## src/rtl/mem_ctrl_pkg.sv

```systemverilog
// Shared constants for the memory controller.
//   AddrBus/ByteBus/InstBus - bus widths
//   LEN_1/LEN_2/LEN_4       - lsb_len encodings for 1, 2 and 4 byte requests
//   IoAddrHiDefault         - addr[17:16] value of the memory-mapped IO region
//   state_e                 - controller FSM states
package mem_ctrl_pkg;

    localparam int unsigned AddrBus = 32;
    localparam int unsigned ByteBus = 8;
    localparam int unsigned InstBus = 32;

    localparam logic [1:0] LEN_1 = 2'd0;
    localparam logic [1:0] LEN_2 = 2'd1;
    localparam logic [1:0] LEN_4 = 2'd2;

    localparam logic [1:0] IoAddrHiDefault = 2'b11;

    typedef enum logic [1:0] {
        StIdle  = 2'd0,
        StRead  = 2'd1,
        StDrain = 2'd2,
        StWrite = 2'd3
    } state_e;

    // Encoding 3 is reserved and behaves as a word access.
    function automatic logic [2:0] len_to_nbytes(input logic [1:0] len);
        logic [2:0] n;
        case (len)
            LEN_1:   n = 3'd1;
            LEN_2:   n = 3'd2;
            default: n = 3'd4;
        endcase
        return n;
    endfunction

endpackage

```

## src/rtl/mem_ctrl.sv

```systemverilog
// Memory-side responder: owns the byte-wide RAM/IO bus and, every cycle, either lends it to
// instruction fetch or moves one byte of a multi-byte LSB load/store.
// Ports:
//   clk_in, rst_in (sync, active-high), rdy_in (global enable)
//   if_req_addr / if_rdy / if_byte          - fetch side
//   io_is_writing                           - IO store pending or in flight
//   lsb_valid/we/addr/len/wdata, rob_clear  - LSB request side
//   lsb_done / lsb_rdata                    - LSB completion
//   mem_din/mem_dout/mem_a/mem_wr           - RAM/IO bus
//   io_buffer_full                          - IO write FIFO back-pressure
module mem_ctrl
    import mem_ctrl_pkg::*;
#(
    parameter logic [1:0]  IO_ADDR_HI = IoAddrHiDefault,
    parameter int unsigned ADDR_W     = AddrBus
) (
    input  logic               clk_in,
    input  logic               rst_in,
    input  logic               rdy_in,
    input  logic [ADDR_W-1:0]  if_req_addr,
    output logic               if_rdy,
    output logic [ByteBus-1:0] if_byte,
    output logic               io_is_writing,
    input  logic               lsb_valid,
    input  logic               lsb_we,
    input  logic [ADDR_W-1:0]  lsb_addr,
    input  logic [1:0]         lsb_len,
    input  logic [InstBus-1:0] lsb_wdata,
    input  logic               rob_clear,
    output logic               lsb_done,
    output logic [InstBus-1:0] lsb_rdata,
    input  logic [ByteBus-1:0] mem_din,
    output logic [ByteBus-1:0] mem_dout,
    output logic [ADDR_W-1:0]  mem_a,
    output logic               mem_wr,
    input  logic               io_buffer_full
);

    state_e              state_q, state_d;
    logic [2:0]          cnt_q;
    logic [2:0]          nbytes_q;
    logic [ADDR_W-1:0]   addr_q;
    logic [InstBus-1:0]  wdata_q;
    logic [InstBus-1:0]  data_q;
    logic                is_io_q;
    logic                io_wr_q;
    logic                done_hold_q;  // forces one fetch-granted IDLE cycle after a done
    logic                rd_pend_q;    // a read address was on the bus last cycle
    logic [1:0]          rd_lane_q;    // byte lane that read belongs to

    logic                accept;
    logic                is_io_req;
    logic                last;
    logic                wr_stall;
    logic                done_int;
    logic [ADDR_W-1:0]   cur_addr;
    logic [InstBus-1:0]  wdata_sh;
    logic [InstBus-1:0]  rdata_mrg;

    assign is_io_req = (lsb_addr[17:16] == IO_ADDR_HI);
    assign accept    = rdy_in && (state_q == StIdle) && lsb_valid && !rob_clear && !done_hold_q;
    assign last      = (cnt_q == nbytes_q - 3'd1);
    assign wr_stall  = is_io_q && io_buffer_full;
    assign cur_addr  = addr_q + {{(ADDR_W-3){1'b0}}, cnt_q};
    assign wdata_sh  = wdata_q >> {cnt_q[1:0], 3'b000};
    assign done_int  = rdy_in && (((state_q == StDrain) && !rob_clear) ||
                                  ((state_q == StWrite) && !wr_stall && last));

    // State register. Read data is captured on the cycle after its address regardless of
    // rdy_in, since the RAM returns data exactly one cycle after the address.
    always_ff @(posedge clk_in) begin
        if (rst_in) begin
            state_q     <= StIdle;
            cnt_q       <= '0;
            nbytes_q    <= '0;
            addr_q      <= '0;
            wdata_q     <= '0;
            data_q      <= '0;
            is_io_q     <= 1'b0;
            io_wr_q     <= 1'b0;
            done_hold_q <= 1'b0;
            rd_pend_q   <= 1'b0;
            rd_lane_q   <= '0;
        end else begin
            rd_pend_q <= rdy_in && (state_q == StRead);
            rd_lane_q <= cnt_q[1:0];
            if (accept) begin
                data_q <= '0;
            end else if (rd_pend_q) begin
                data_q[{rd_lane_q, 3'b000} +: ByteBus] <= mem_din;
            end
            if (rdy_in) begin
                state_q     <= state_d;
                done_hold_q <= done_int;
                if (accept) begin
                    addr_q   <= lsb_addr;
                    wdata_q  <= lsb_wdata;
                    nbytes_q <= len_to_nbytes(lsb_len);
                    is_io_q  <= is_io_req;
                    io_wr_q  <= lsb_we && is_io_req;
                    cnt_q    <= '0;
                end else begin
                    if ((state_q == StRead) || ((state_q == StWrite) && !wr_stall)) begin
                        cnt_q <= cnt_q + 3'd1;
                    end
                    // IDLE after a store is the trailing io_is_writing cycle.
                    if (state_q == StIdle) begin
                        io_wr_q <= 1'b0;
                    end
                end
            end
        end
    end

    // Next-state logic. Stores are committed, so rob_clear only aborts loads.
    always_comb begin
        state_d = state_q;
        unique case (state_q)
            StIdle: begin
                if (accept) begin
                    state_d = lsb_we ? StWrite : StRead;
                end
            end
            StRead: begin
                if (rob_clear) begin
                    state_d = StIdle;
                end else if (last) begin
                    state_d = StDrain;
                end
            end
            StDrain: state_d = StIdle;
            StWrite: begin
                if (!wr_stall && last) begin
                    state_d = StIdle;
                end
            end
            default: state_d = StIdle;
        endcase
    end

    // Last load byte arrives during DRAIN, so it is merged straight from mem_din.
    always_comb begin
        rdata_mrg = data_q;
        if (rd_pend_q) begin
            rdata_mrg[{rd_lane_q, 3'b000} +: ByteBus] = mem_din;
        end
    end

    // Outputs.
    always_comb begin
        if_rdy        = 1'b0;
        if_byte       = mem_din;
        io_is_writing = io_wr_q || (accept && lsb_we && is_io_req);
        lsb_done      = done_int;
        lsb_rdata     = rdata_mrg;
        mem_a         = if_req_addr;
        mem_wr        = 1'b0;
        mem_dout      = '0;
        unique case (state_q)
            StIdle:  if_rdy = rdy_in && !accept;
            StRead,
            StDrain: mem_a = cur_addr;
            StWrite: begin
                mem_a    = cur_addr;
                mem_dout = wdata_sh[ByteBus-1:0];
                mem_wr   = rdy_in && !wr_stall;
            end
            default: ;
        endcase
        if (rst_in) begin
            if_rdy        = 1'b0;
            if_byte       = '0;
            io_is_writing = 1'b0;
            lsb_done      = 1'b0;
            lsb_rdata     = '0;
            mem_a         = '0;
            mem_wr        = 1'b0;
            mem_dout      = '0;
        end
    end

endmodule
```

## config.mk

```make
export PLATFORM = sky130hd
export DESIGN_NAME = mem_ctrl
export DESIGN_NICKNAME = d
export VERILOG_FILES = /design/src/rtl/mem_ctrl_pkg.sv /design/src/rtl/mem_ctrl.sv
export SDC_FILE = /design/constraint.sdc
export NUM_CORES = 1
export LEC_CHECK = 0
export ABC_CLOCK_PERIOD_IN_PS = 2800
export CORE_ASPECT_RATIO = 1.25
export CORE_UTILIZATION = 42
export DETAILED_ROUTE_END_ITERATION = 16
export GPL_TIMING_DRIVEN = 0
export PLACE_DENSITY_LB_ADDON = 0.3
export SKIP_CTS_REPAIR_TIMING = 1
export SYNTH_ARGS = -nofsm -noshare
export SYNTH_HDL_FRONTEND = slang
export SYNTH_SLANG_ARGS = --single-unit
```

## constraint.sdc

```tcl
create_clock -name clk_in -period 2.8 [get_ports clk_in]
set_clock_uncertainty 0.15 [all_clocks]
set_input_delay 0.42 -clock clk_in [delete_from_list [all_inputs] [get_ports clk_in]]
set_output_delay 0.42 -clock clk_in [all_outputs]
set_load 0.01 [all_outputs]
```

==> results_dict.tcl, run 1 <==
set metrics [dict create \
    outcome "complete, but fails checks" \
    violations "setup timing" \
    dr.first_iter.drc_count 426 \
    avgSynthCellArea_um2 7.660 \
    total_power_mw 3.517 \
    final_design_area_no_fill_um2 8777 \
    antenna_left 0 \
    setup_viol 20 \
    dp_hpwl_um 14310 \
    place_area_um2 7974 \
    powerDensity_nw_per_um2 400.7 \
    utilization_pct 66.04 \
    insertedDiodeCount 0 \
    critPathArrivalTime_ps 2680 \
    antenna_found_initial 0 \
    multi_input_area_um2 3640 \
    grt_pass1_vias 5803 \
    synth_top_area_share_pct 38.28 \
    core-area_um2 13290 \
    dieHeight_um 132.9 \
    p_leak_nw 3.761 \
    num_vias 6464 \
    tightest_slew_ps 733.5 \
    die-area_um2 14170 \
    seqCellArea_um2 2228 \
    clockRootBuffer "clkbuf_16" \
    period_needed_ps 3248 \
    finalWorstSetupSlack_ps -448.0 \
    final_max_slew_viol_count 0 \
    drive_above_1_share_pct 15.75 \
    max_freq_mhz 307.9 \
    syn-num-nets 875 \
    synth_flop_cell "dfxtp_1" \
    clock_latency_ps 350 \
    ioPinCount 197 \
    grtUsageTotal_pct 26.77 \
    critPathCaptureType "output pin" \
    rsz0062_at_grt "yes" \
    die_w_um 106.7 \
    overflow 0 \
    hold_path_class "reg2reg" \
    yosysWarnings 0 \
    synth.area.top_cells "dfxtp_1 38%, nand2_1 10%, a21oi_1 6.8%" \
    postSynth.asyncResetShare_pct 0 \
    n_fill_cell 1132 \
    synthToLayoutAreaGrowth_pct 52.57 \
    cts_made_buffers 9 \
    mostFrequentLayoutCell "nand2_1" \
    final_cell_mix "155 x nand2_1, 126 x clkdlybuf4s50_1, 97 x dfxtp_1, 93 x nor2_1, 78 x a21oi_1" \
    grt_max_degree 21 \
    vdd_drop_max_mv 0.3379 \
    cts_max_path_buffers 2 \
    worstSetupStartpointType "register" \
    slew_headroom_pct 51.10 \
    rows 47 \
    synth_cell_types 53 \
    dr.pass1.iters 7 \
    netlist_instances 751 \
    hold_viol 0 \
    wl_per_cell_um 17.52 \
    cp_max_fo 5 \
    fin_setup_tns_ps -3840 \
    cp_data_required_time_ps 2230 \
    syn_area_um2 5753 \
    place_congestion 0.8910 \
    drc_errors 0 \
    vias_per_cell 5.597 \
    clk_pin_slew_ps 80 \
    htree_levels 3 \
    synth_top_area_cell "dfxtp_1" \
    final_nets 1103 \
    min_period_over_period_pct 116.0 \
    initial_core_util_pct 43.29 \
    ys_ff_latch 110 \
    synth_edf_count 0 \
    cts_tree "done" \
    grt_pass1_wl_um 29680 \
    wl_um 20230 \
    portBuffers 194 \
    path_class "reg2out" \
    drv_cap 0 \
    ys_seq_area_share_pct 38.28 \
    clkSinkCount 110 \
]
where the power goes:
group          switching (mW)  internal, mW
Combinational           0.302         0.305
Sequential             0.0406          1.60
Clock                   0.647         0.624
cells in the mapped netlist (all sizes together), types with 10 or more instances:
cell    instances
a21oi          79
ha             10
nor4           13
a211oi         13
dfxtp         110
a311oi         11
nor2b          19
nor2           93
nor3           15
a22oi          32
inv            14
o21ai          12
clkbuf         43
nand2         158
nand4          12
nand3          23
per-stage QoR:
stage,instances,hold slack [ps],setup WS [ps]
floorplan,751,281.9,65.71
global placement,1116,289.5,-1099
detailed placement,1116,293.8,-1103
CTS,1132,304.8,-1261
global route,1155,319.2,-496.1
finish,1155,300.9,-448.0
per-layer routing:
metal	up-vias	part of all wire, %	global-route usage, %
met1	3007	41	34.87
met3	24	8.6	5.813
met5	-	0	0
li1	3123	-	-
met2	310	49	44.66
met4	0	1.4	6.849
registers in the layout, indices dropped and copies added (netlist names):
register	count
addr_q	32
data_q	32
wdata_q	32
cnt_q	3
nbytes_q	3
rd_lane_q	2
state_q	2
done_hold_q	1
io_wr_q	1
is_io_q	1
rd_pend_q	1
area by class of cell:
cell class	count	share of cell area, %
well taps	171	2.438
clock inverters	7	0.7698
clock buffers	9	2.566
repair buffers	219	24.12
multi-input cells	577	41.47
plain buffers	48	2.609
flip-flops and latches	110	25.39
inverters	14	0.6415
worst max-delay path, cell delays in order, from the launching register on:
cell,delay [ps]
dfxtp_4,380
ha_4,170
fa_2,260
a21oi_4,90
or4_4,470
buf_6,150
or3_4,350
a311oi_2,270
buf_2,170
path summary, 6_finish.rpt:
kind	from	endpoint	slack, ps	cells past startpoint
setup / recovery	cnt_q[0]	mem_a[14]	-450	8
hold / removal	wdata_q[20]	wdata_q[20]	300	2
setup reg to reg	done_hold_q	addr_q[22]	500	7
hold reg to reg	wdata_q[20]	wdata_q[20]	300	2
cell families (layout without fill, tap and decap cells):
group           after synthesis  after routing  share of synthesized area, %
buf+inv                      64            297                         4.328
simple gates                374            374                         30.49
flops                       110            110                         38.28
xor+xnor                     13             13                         2.240
fa+ha+maj                    11             11                         2.523
compound gates              171            171                         19.01
mux                           8              8                         3.132
(Power assumes the default switching activity.)
==> run 2, diff against run 1 <==
--- a/config.mk
+++ b/config.mk
@@ -6,7 +6,8 @@
 export NUM_CORES = 1
 export LEC_CHECK = 0
+export ABC_AREA = 1
 export ABC_CLOCK_PERIOD_IN_PS = 2800
 export CORE_ASPECT_RATIO = 1.25
-export CORE_UTILIZATION = 42
+export CORE_UTILIZATION = 43
 export DETAILED_ROUTE_END_ITERATION = 16
 export GPL_TIMING_DRIVEN = 0
--- a/constraint.sdc
+++ b/constraint.sdc
@@ -3,3 +3,3 @@
 set_input_delay 0.42 -clock clk_in [delete_from_list [all_inputs] [get_ports clk_in]]
 set_output_delay 0.42 -clock clk_in [all_outputs]
-set_load 0.01 [all_outputs]
+set_load 0.005 [all_outputs]
==> run 2 against run 1 <==
The run still ends with setup timing left. Final cell count increased by 24%. Setup slack better by 280 ps. Total power rose by 8.8%. Synthesized cell count rose by 33%. Via count up 14%. Synthesized area increased by 10%. Critical path depth grew 5. Clock power grew 7%. Highest routed layer unchanged. Worst hold slack better by 19 ps.
==> results_dict.tcl, run 2 <==
set metrics [dict create \
    outcome "complete, but fails checks" \
    violations "setup timing" \
    slew_headroom_pct 57.91 \
    clockPowerShare_pct 35.5 \
    avgSynthCellArea_um2 6.339 \
    cts_max_path_buffers 2 \
    antenna_found_initial 0 \
    place_congestion 0.9374 \
    grt_pass1_vias 6252 \
    synth_common_cells "319 x nor2_1, 158 x nand2_1, 110 x dfxtp_1, 108 x o21ai_0, 93 x inv_1" \
    ys_seq_area_share_pct 34.78 \
    postSynth.asyncResetShare_pct 0 \
    overflow 0 \
    hold_path_class "in2reg" \
    synth_top_area_cell "dfxtp_1" \
    finalWorstSetupSlack_ps -167.0 \
    clk_pin_slew_ps 80 \
    final_cells 1428 \
    ioPinCount 197 \
    clkSinkCount 110 \
    drive_above_1_share_pct 14.64 \
    vias_per_cell 5.143 \
    die-area_um2 15220 \
    total_power_mw 3.825 \
    drc_errors 0 \
    synth_edf_count 0 \
    grtUsageTotal_pct 25.55 \
    critPathCaptureType "output pin" \
    dieHeight_um 137.7 \
    synthToLayoutAreaGrowth_pct 51.71 \
    netlist_instances 999 \
    critPathArrivalTime_ps 2400 \
    wl_per_cell_um 15.05 \
    grt_max_degree 20 \
    path_class "reg2out" \
    synth_top_area_share_pct 34.78 \
    yosysMostFrequentCell "nor2_1" \
    clock_latency_ps 350 \
    dp.cells 1372 \
    final_cell_mix "313 x nor2_1, 152 x nand2_1, 130 x clkdlybuf4s50_1, 99 x dfxtp_1, 98 x o21ai_0" \
    ys_ff_latch 110 \
    die_w_um 110.5 \
    mostFrequentLayoutCell "nor2_1" \
    p_int_mw 2.752 \
    dr.pass1.iters 7 \
    synth.area.top_cells "dfxtp_1 35%, nor2_1 19%, nand2_1 9.4%" \
    worstSetupStartpointType "register" \
    comb_power_share_pct 20.7 \
    cts_made_buffers 9 \
    final_max_slew_viol_count 0 \
    period_needed_ps 2967 \
    rows 49 \
    powerDensity_nw_per_um2 398.2 \
    vdd_drop_max_mv 0.3591 \
    p_sw_mw 1.073 \
    dpl_worst_slack_ps -331.8 \
    core-area_um2 14410 \
    num_vias 7344 \
    cts_tree "done" \
    dr.first_iter.drc_count 544 \
    cp_max_fo 3 \
    p_leak_nw 4.805 \
    final_nets 1369 \
    dp_hpwl_um 15440 \
    largestRegisters "addr_q: 32 flops, data_q: 32 flops, wdata_q: 32 flops" \
    insertedDiodeCount 0 \
    min_period_over_period_pct 106.0 \
    yosysWarnings 0 \
    antenna_left 0 \
    rsz0062_at_grt "yes" \
    syn_area_um2 6332 \
    hold_viol 0 \
    max_freq_mhz 337.0 \
    initial_core_util_pct 43.95 \
    synth_flop_cell "dfxtp_1" \
    swShare_pct 28.06 \
    seqPwrFrac_pct 43.8 \
    drv_cap 0 \
    portBuffers 195 \
    htree_levels 3 \
    cp_data_required_time_ps 2230 \
    synth_cell_types 38 \
    clockRootBuffer "clkbuf_16" \
    grt_pass1_wl_um 30790 \
    syn-num-nets 1123 \
    setup_viol 4 \
    tightest_slew_ps 631.4 \
    wl_um 21490 \
]
-- run 2: cell count changes in the layout (fill, tap and decap cells not counted), sizes merged, moves of 18 or more --
cell and change:
nor2b -19, o21ai +98, dlymetal6s2s +18, inv +85, nor2 +236, clkbuf -18
a21oi -47
-- run 2: per-stage QoR --
stage,hold slack [ps],cell area (um2),util [%],setup TNS [ps]
2_1_floorplan,299.5,6332,-,0
3_3_place_gp,309.3,8507,59.04,-7542
3_5_place_dp,319.3,8507,59.04,-7482
4_1_cts,283.8,8823,61.24,-27260
5_1_grt,339.5,9607,66.68,-962.3
6_report,320.3,9607,66.68,-237.8
-- run 2: worst paths after layout --
path	startpoint	to	slack (ps)	depth (start not counted)
max	cnt_q[0]	mem_a[22]	-170	13
min reg2reg	wdata_q[13]	wdata_q[13]	330	2
max reg2reg	rd_lane_q[0]	data_q[23]	890	10
min	rdy_in	done_hold_q	320	3
-- run 2: layer usage --
layer	track usage, %	vias up	wire, um
li1	-	3649	-
met1	32.86	3337	9143
met2	44.89	303	10430
met3	3.124	55	1349
met4	7.481	0	561
met5	0	-	0
-- run 2: layout make-up --
class / count / area [um2]
inverters: 99 / 394.1
repair buffers: 235 / 2392
multi-input cells: 744 / 3756
flip-flops and latches: 110 / 2221
well taps: 178 / 222.7
plain buffers: 46 / 304.0
fillers: 1258 / 4801
clock inverters: 6 / 77.57
clock buffers: 10 / 239.0
-- run 2: power groups by stage --
stage               clock, mW  sequential [mW]  combinational, mW
floorplan                   0             1.69              0.377
global placement            0             1.71              0.755
detailed placement          0             1.71              0.761
CTS                      1.37             1.67              0.766
global route             1.43             1.68              0.873
finish                   1.36             1.68              0.793
-- run 2: cell families (layout without fill, tap and decap cells) --
group | Yosys count | after routing | share of synthesized area (%)
AOI/OAI and AO/OA | 169 | 169 | 14.56
xor gates and xnor gates | 12 | 12 | 1.660
adders and majority gates | 11 | 11 | 2.292
buffers and inverters | 145 | 396 | 10.20
DFF | 110 | 110 | 34.78
and+or+nand+nor | 552 | 552 | 36.51
-- run 2: critical path, stage by stage, from the launching register on --
cell and delay [ps]:
dfxtp_4 380, ha_4 150, fa_2 250, nand2_2 100, a21oi_4 240, buf_6 140
nand2_4 60, nor2_4 160, buf_4 130, nand2_1 40, nand2_1 50, nand2_1 60
a21oi_2 150, buf_2 140
